[src/rtl/serial_prefix_addsub_pkg.sv]
// Shared types and sizing helpers for the digit-serial add/subtract unit.
package serial_prefix_addsub_pkg;

    typedef enum logic [1:0] {
        IDLE = 2'd0,
        RUN  = 2'd1,
        DONE = 2'd2
    } state_t;

    localparam int DIGIT_W = 4;

    // Digit counter needs at least one bit even for a single-digit operand.
    function automatic int cnt_width(input int digits);
        return (digits > 1) ? $clog2(digits) : 1;
    endfunction

endpackage

[src/rtl/serial_prefix_addsub_prefix_slice4.sv]
// 4-bit Kogge-Stone adder slice; cin is merged into bit-0 generate so the
// prefix tree yields every carry, including carry-out, directly.
module prefix_slice4 (
    input  logic [3:0] a,
    input  logic [3:0] b,
    input  logic       cin,
    output logic [3:0] s,
    output logic       cout
);

    logic [3:0] p;
    logic [3:0] g0;
    logic [3:0] g1;
    logic [3:0] p1;
    logic [3:0] g2;

    always_comb begin
        p     = a ^ b;
        g0    = a & b;
        g0[0] = (a[0] & b[0]) | (p[0] & cin);

        // distance-1 operators
        g1[0] = g0[0];
        p1[0] = p[0];
        for (int i = 1; i < 4; i++) begin
            g1[i] = g0[i] | (p[i] & g0[i-1]);
            p1[i] = p[i] & p[i-1];
        end

        // distance-2 operators
        g2[1:0] = g1[1:0];
        for (int i = 2; i < 4; i++) begin
            g2[i] = g1[i] | (p1[i] & g1[i-2]);
        end

        s[0] = p[0] ^ cin;
        for (int i = 1; i < 4; i++) begin
            s[i] = p[i] ^ g2[i-1];
        end
        cout = g2[3];
    end

endmodule

[src/rtl/serial_prefix_addsub.sv]
// Digit-serial add/subtract: one 4-bit prefix slice reused DIGITS times,
// LSB digit first, with the carry held in a register between digits.
//
//  state | meaning
//  IDLE  | ready for an operand set
//  RUN   | one digit per cycle through the slice
//  DONE  | result valid, held until the consumer accepts it
module serial_prefix_addsub
    import serial_prefix_addsub_pkg::*;
#(
    parameter int WIDTH = 16
) (
    input  logic             clk,
    input  logic             rst,
    input  logic             in_valid,
    output logic             in_ready,
    input  logic [WIDTH-1:0] a,
    input  logic [WIDTH-1:0] b,
    input  logic             sub,
    output logic             out_valid,
    input  logic             out_ready,
    output logic [WIDTH-1:0] result,
    output logic             cout,
    output logic             overflow,
    output logic             busy
);

    localparam int DIGITS = WIDTH / DIGIT_W;
    localparam int CW     = cnt_width(DIGITS);
    localparam logic [CW-1:0] LAST = CW'(DIGITS - 1);

    state_t           state_q, state_d;
    logic [WIDTH-1:0] a_q, a_d;
    logic [WIDTH-1:0] b_q, b_d;
    logic [WIDTH-1:0] result_q, result_d;
    logic [CW-1:0]    cnt_q, cnt_d;
    logic             carry_q, carry_d;
    logic             cout_q, cout_d;
    logic             ovf_q, ovf_d;
    logic             in_ready_q;

    logic [DIGIT_W-1:0] dig_a;
    logic [DIGIT_W-1:0] dig_b;
    logic [DIGIT_W-1:0] dig_s;
    logic               dig_cout;

    assign dig_a = a_q[int'(cnt_q)*DIGIT_W +: DIGIT_W];
    assign dig_b = b_q[int'(cnt_q)*DIGIT_W +: DIGIT_W];

    prefix_slice4 u_slice (
        .a   (dig_a),
        .b   (dig_b),
        .cin (carry_q),
        .s   (dig_s),
        .cout(dig_cout)
    );

    always_comb begin
        state_d  = state_q;
        a_d      = a_q;
        b_d      = b_q;
        result_d = result_q;
        cnt_d    = cnt_q;
        carry_d  = carry_q;
        cout_d   = cout_q;
        ovf_d    = ovf_q;
        case (state_q)
            IDLE: begin
                if (in_valid && in_ready_q) begin
                    a_d     = a;
                    b_d     = b ^ {WIDTH{sub}};
                    carry_d = sub;
                    cnt_d   = '0;
                    state_d = RUN;
                end
            end
            RUN: begin
                result_d[int'(cnt_q)*DIGIT_W +: DIGIT_W] = dig_s;
                carry_d = dig_cout;
                cnt_d   = cnt_q + CW'(1);
                if (cnt_q == LAST) begin
                    // the last digit's s[3] is the result MSB
                    cout_d  = dig_cout;
                    ovf_d   = (a_q[WIDTH-1] == b_q[WIDTH-1]) && (dig_s[DIGIT_W-1] != a_q[WIDTH-1]);
                    state_d = DONE;
                end
            end
            DONE: begin
                if (out_ready) begin
                    state_d = IDLE;
                end
            end
            default: state_d = IDLE;
        endcase
    end

    always_ff @(posedge clk) begin
        if (rst) begin
            state_q    <= IDLE;
            a_q        <= '0;
            b_q        <= '0;
            result_q   <= '0;
            cnt_q      <= '0;
            carry_q    <= 1'b0;
            cout_q     <= 1'b0;
            ovf_q      <= 1'b0;
            in_ready_q <= 1'b0;
        end else begin
            state_q    <= state_d;
            a_q        <= a_d;
            b_q        <= b_d;
            result_q   <= result_d;
            cnt_q      <= cnt_d;
            carry_q    <= carry_d;
            cout_q     <= cout_d;
            ovf_q      <= ovf_d;
            in_ready_q <= (state_d == IDLE);
        end
    end

    assign in_ready  = in_ready_q;
    assign out_valid = (state_q == DONE);
    assign busy      = (state_q != IDLE);
    assign result    = result_q;
    assign cout      = cout_q;
    assign overflow  = ovf_q;

endmodule

[config.mk]
export PLATFORM = sky130hd
export DESIGN_NAME = serial_prefix_addsub
export DESIGN_NICKNAME = d
export VERILOG_FILES = /design/src/rtl/serial_prefix_addsub_pkg.sv /design/src/rtl/serial_prefix_addsub_prefix_slice4.sv /design/src/rtl/serial_prefix_addsub.sv
export SDC_FILE = /design/constraint.sdc
export NUM_CORES = 1
export LEC_CHECK = 0
export ABC_AREA = 1
export BUFFER_PORTS_ARGS = -buffer_cell sky130_fd_sc_hd__buf_2
export CORE_MARGIN = 5
export CORE_UTILIZATION = 49
export CTS_CLUSTER_DIAMETER = 100
export DETAILED_ROUTE_END_ITERATION = 6
export HOLD_SLACK_MARGIN = 0.02
export PLACE_DENSITY = 0.85
export SLEW_MARGIN = 40
export SYNTH_ARGS = -nofsm -noshare
export SYNTH_HDL_FRONTEND = slang
export SYNTH_SLANG_ARGS = --single-unit
[constraint.sdc]
create_clock -name clk -period 2.1 [get_ports clk]
set_input_delay 0.42 -clock clk [delete_from_list [all_inputs] [get_ports clk]]
set_output_delay 0.42 -clock clk [all_outputs]
set_load 0.01 [all_outputs]
==> Word level (Yosys, flattened, before mapping) <==
Index checks and enable logic that the tools add are counted.
{ "word_totals": {"register_bits": 56, "input_bits": 37, "output_inout_bits": 21, "wordCells": 61} }
{ "op_classes": {"n_addsub": 2, "n_eq_ne": 6, "shift": 4, "mux": 9, "bitwise_logic": 22, "n_reduce_logical": 9} }
{ "op_table": {"columns": ["op", "count"], "rows": [
  ["$neg A4 Y33", 1],
  ["$shift A4 B33 Y16 const A", 1],
  ["$shiftx A4 B33 Y16", 1],
  ["$shiftx A16 B5 Y4", 2],
  ["$bwmux W16", 1],
  ["$xor A16 B16 Y16", 1],
  ["$and A1 B1 Y1", 9],
  ["$mux W2", 4],
  ["$or A1 B1 Y1", 6],
  ["$pmux W2 S3", 1],
  ["$reduce_and A2 Y1", 3],
  ["$and A4 B4 Y4", 1],
  ["$eq A2 B2 Y1 const B", 2],
  ["$logic_not A2 Y1", 2],
  ["$pmux W2 S2", 1],
  ["$reduce_bool A2 Y1", 2],
  ["$xor A1 B1 Y1", 4],
  ["$xor A4 B4 Y4", 1],
  ["$add A2 B1 Y2 const B", 1],
  ["$eq A2 B1 Y1 const B", 1],
  ["$logic_and A1 B1 Y1", 2],
  ["$ne A2 B2 Y1 const B", 1],
  ["$pmux W1 S2", 1],
  ["$eq A1 B1 Y1", 1],
  ["2 further kinds", 2]
]} }

==> Depth between registers and ports, before layout <==
{ "depth": {"depth_word": 9, "ltp_mapped": 13, "mapped_depth_nobuf": 12} }

==> Modules after synthesis <==
From an unflattened synthesis, not the netlist that was laid out.
{ "unflattened": {"hier_cells": 386, "area_unflattened_um2": 2763.9} }
{ "by_module_without_submodules": {"columns": ["mod", "instances", "cells_each", "area_each_um2"], "rows": [
  ["serial_prefix_addsub", 1, 361, 2598.7],
  ["prefix_slice4", 1, 25, 165.2]
]} }

==> Least setup slack after synthesis <==
OpenSTA, ideal clock, no wires.
{ "synth_timing": {"kind": "register to register", "startpoint": "register cnt_q[1]", "endpoint": "register result_q[6] (netlist: result[6])", "t_arrival_ns": 2.211, "path_slack_ns": -0.238, "path_stages_with_launch": 12, "cell_sequence": "dfxtp_1 clkbuf_1 inv_1 o21ai_0 o22ai_1 fa_1 fa_1 xor2_1 nand2_1 nor2_1 a22oi_1 nor2_1"} }
{ "synth_via": {"elab_chain_cells": 9, "elab_cells_between_ends": 22, "classes_between": "add/sub (1); shift (4); mux (1); bitwise (16)"} }
{ "synth_lines": {"columns": ["item", "line", "rtl"], "rows": [
  ["start: declaration", "serial_prefix_addsub.sv:36", "logic [CW-1:0] cnt_q, cnt_d;"],
  ["start signal: assignment", "serial_prefix_addsub.sv:113", "cnt_q <= cnt_d;"],
  ["$shiftx A16 B5 Y4, on equally long branches", "serial_prefix_addsub.sv:47, serial_prefix_addsub.sv:48", null],
  ["$xor A4 B4 Y4", "serial_prefix_addsub_prefix_slice4.sv:18", "p = a ^ b;"],
  ["$and A1 B1 Y1", "serial_prefix_addsub_prefix_slice4.sv:20", "g0[0] = (a[0] & b[0]) | (p[0] & cin);"],
  ["$or A1 B1 Y1", "serial_prefix_addsub_prefix_slice4.sv:20", null],
  ["$and A1 B1 Y1, on equally long branches", "serial_prefix_addsub_prefix_slice4.sv:26, serial_prefix_addsub_prefix_slice4.sv:33", null],
  ["$or A1 B1 Y1, on equally long branches", "serial_prefix_addsub_prefix_slice4.sv:26, serial_prefix_addsub_prefix_slice4.sv:33", null],
  ["$xor A1 B1 Y1", "serial_prefix_addsub_prefix_slice4.sv:38", "s[i] = p[i] ^ g2[i-1];"],
  ["$shiftx A4 B33 Y16", "serial_prefix_addsub.sv:78", "result_d[int'(cnt_q)*DIGIT_W +: DIGIT_W] = dig_s;"],
  ["$bwmux W16 (*)", "serial_prefix_addsub.sv:78", null],
  ["end signal: assignment", "serial_prefix_addsub.sv:112", "result_q <= result_d;"],
  ["end: declaration", "serial_prefix_addsub.sv:35", "logic [WIDTH-1:0] result_q, result_d;"]
]} }
Mark *: on every way between the ends. The rest lies on a longest branch, timed or not.
A chain may end at the register's enable or synchronous reset.

==> Worst setup path after layout <==
{ "layout_timing": {"startpoint": "register cnt_q[0]", "endpoint": "register result_q[6] (netlist: result[6])"} }
The elaborated chain is that of the path after synthesis.

==> impl_metrics.ini <==
[placed_design]
place_hpwl_um = 4680
place_congestion = 0.901
place_inst = 458
dpl_cell_area_um2 = 3060
port_buffers = 57

[routing]
wl_per_cell_um = 13.4
drtPass1Iterations = 4
drt_iter0_drc = 181
drcViolationCount = 0
wirelength_um = 6270
vias = 2436
ant_nets = 0
vias_per_cell = 5.22

[global_routing]
grt_pass1_wl_um = 10500
overflow = 0
antenna_found_initial = 0
grtUsageTotal_pct = 18.2
first_global_vias = 2291
grt_start_max_net_pins = 34

[power_and_ir_drop]
p_leak_uw = 0.00135
vdd_drop_max_mv = 0.440
powerDensity_nw_per_um2 = 696
power_uw = 2260

[final_layout]
instances_no_fill = 467
area_delta_synth_final_pct = 21.5
drive_gt1_share_pct = 28.2
fillers = 478
antenna_cells = 0
final_cell_mix = nor2_1 (75), buf_2 (57), dfxtp_1 (54), nand2_1 (33), o21ai_0 (31)
post-route-util_pct = 62.4
final_common_cell = nor2_1
layout.nets = 445
postLayoutCellArea_um2 = 3250

[cts]
cts_tree = yes
insertion_delay_ns = 0.32
hold_buffers = 0
root_buffer = clkbuf_8
cts_max_level = 2
clkSlewWorstSetupHoldPaths_ns = 0.10
clockBufferDepth = 2
cts_sinks = 56
numCtsBuffers = 5

[timing]
period_needed_ns = 2.21
setup_viol = 8
maxSlewViolCount = 0
finalCritPeriodShare_pct = 105
rsz0062_at_grt = yes
worstMarginPinSlew_ns = 0.462
finClkSkew_ns = 0.00998
finalSetupTns_ns = -0.335
finalHoldViolCount = 0
relSlewSlack_pct = 69.2
timing.final.ws_setup_ns = -0.109
fmaxAchievable_mhz = 453

[floorplan]
die_area_um2 = 7030
die_h_um = 83.8
core_um2 = 5200
row_count = 26
pin_count = 58
fp.dieW_um = 83.8
start_util_pct = 51.3

[logic_synthesis]
avgSynthCellArea_um2 = 7.90
syn_nets = 386
ys_ff_latch = 56
synthesis.area_um2 = 2670
synth_warnings = 0
seq_area_frac_synth_pct = 42.0
synth_cell_types = 33
synthCells = 338

[critical_path]
path_class = reg -> reg
crit_required_ns = 2.29
arrival_ns = 2.40
crit_fanout = 12
start_kind = flip-flop
cp-end-kind = flip-flop

[status]
violations = negative setup slack
status = finished with violations

[min_path]
min_path_type = in -> reg

[flow_run]
max-cap-violations = 0
through the flow:
| step | worst slack (ns) | hold slack (ns) |
|---|---|---|
| 3_5_place_dp | -0.0854 | 0.453 |
| 5_1_grt | -0.213 | 0.365 |
| 2_1_floorplan | -0.0123 | 0.449 |
| 4_1_cts | -0.0635 | 0.351 |
| 6_report | -0.109 | 0.347 |
| 3_3_place_gp | 0.0444 | 0.449 |
flip-flops by register name (all words and copies together), names as in the netlist:
register	cells
state_q	2
a_q	16
overflow	1
cnt_q	2
in_ready	1
carry_q	1
cout	1
b_q	16
result	16
cell type report:
cell class	count	area [um^2]	area share, %
Clock inverter	1	5.00	0.154
Sequential cell	56	1130	34.8
Inverter	18	76.3	2.35
Clock buffer	6	72.6	2.24
Timing Repair Buffer	70	403	12.4
Tap cell	70	87.6	2.70
Multi-Input combinational cell	246	1470	45.4
layer usage:
layer | global-route usage (%) | up-vias | part of all wire (%)
li1 | - | 1241 | -
met1 | 22.2 | 1100 | 42
met2 | 30.2 | 76 | 49
met3 | 4.05 | 19 | 5.9
met4 | 8.77 | 0 | 2.7
met5 | 0 | - | 0
power breakdown:
group	internal, uW	switching (uW)	total [uW]
registers	1120	44.7	1170
logic	226	303	528
clock network	228	336	564
total	1580	684	2260
worst paths after layout:
kind                             endpoint  slack, ns  depth (start not counted)      start
worst max-delay path            result[6]      -0.11                         10   cnt_q[0]
worst min-delay path               a_q[4]       0.35                          3       a[4]
worst max register to register  result[6]      -0.11                         10   cnt_q[0]
worst min register to register  result[2]       0.47                          2  result[2]
worst max-delay path, stage by stage (launching register included):
cell and delay [ns]:
dfxtp_4 0.41, inv_6 0.07, o21ai_2 0.13, o22ai_2 0.09, fa_2 0.43, fa_2 0.40, xor2_2 0.17, nand2_1 0.09
nor2_2 0.06, a22oi_1 0.16, nor2_1 0.07
cells in the mapped netlist:
| cell | instances | area share (%) |
|---|---|---|
| ha_1 | 9 | 4.2 |
| nor2_8 | 1 | 0.75 |
| buf_2 | 3 | 0.56 |
| o21bai_1 | 1 | 0.28 |
| o21ai_0 | 35 | 6.6 |
| o22ai_1 | 8 | 1.9 |
| nor3_1 | 1 | 0.19 |
| clkbuf_1 | 8 | 1.1 |
| inv_1 | 15 | 2.1 |
| nor4_4 | 1 | 0.80 |
| nor2_2 | 3 | 0.70 |
| dfxtp_1 | 56 | 42 |
| a22oi_1 | 4 | 1.1 |
| nand3_1 | 8 | 1.5 |
| o21a_1 | 1 | 0.28 |
| xnor2_1 | 16 | 5.2 |
| nand3_4 | 1 | 0.66 |
| buf_4 | 3 | 0.84 |
| buf_1 | 2 | 0.28 |
| nand2_2 | 2 | 0.47 |
| nand3b_1 | 1 | 0.28 |
| xor2_1 | 1 | 0.33 |
| inv_2 | 2 | 0.28 |
| a21oi_1 | 14 | 2.6 |
| clkinv_1 | 1 | 0.14 |
| nor2_1 | 79 | 11 |
| fa_1 | 2 | 1.5 |
| nand2_1 | 36 | 5.1 |
| buf_6 | 2 | 0.84 |
| nand4_1 | 3 | 0.70 |
| nand2_4 | 1 | 0.42 |
| a211oi_1 | 17 | 4.8 |
| nor2_4 | 1 | 0.42 |
kinds of logic (layout without fill, tap and decap cells):
logic type      after synthesis  after routing  synth area share (%)
simple gates                138            138                  23.0
compound gates               80             80                  17.5
flops                        56             56                  42.0
buf+inv                      36             95                  6.18
xor+xnor                     17             17                  5.57
fa+ha+maj                    11             11                  5.71
what timing repair did:
| action | CTS | global route |
|---|---|---|
| buffers inserted | 2 | 0 |
| resized for setup | 14 | 14 |
| gates cloned | 0 | 0 |
| setup endpoints to repair | 13 | 15 |
| pin swaps | 6 | 8 |
No activity file was read; power rests on OpenSTA's default activity.
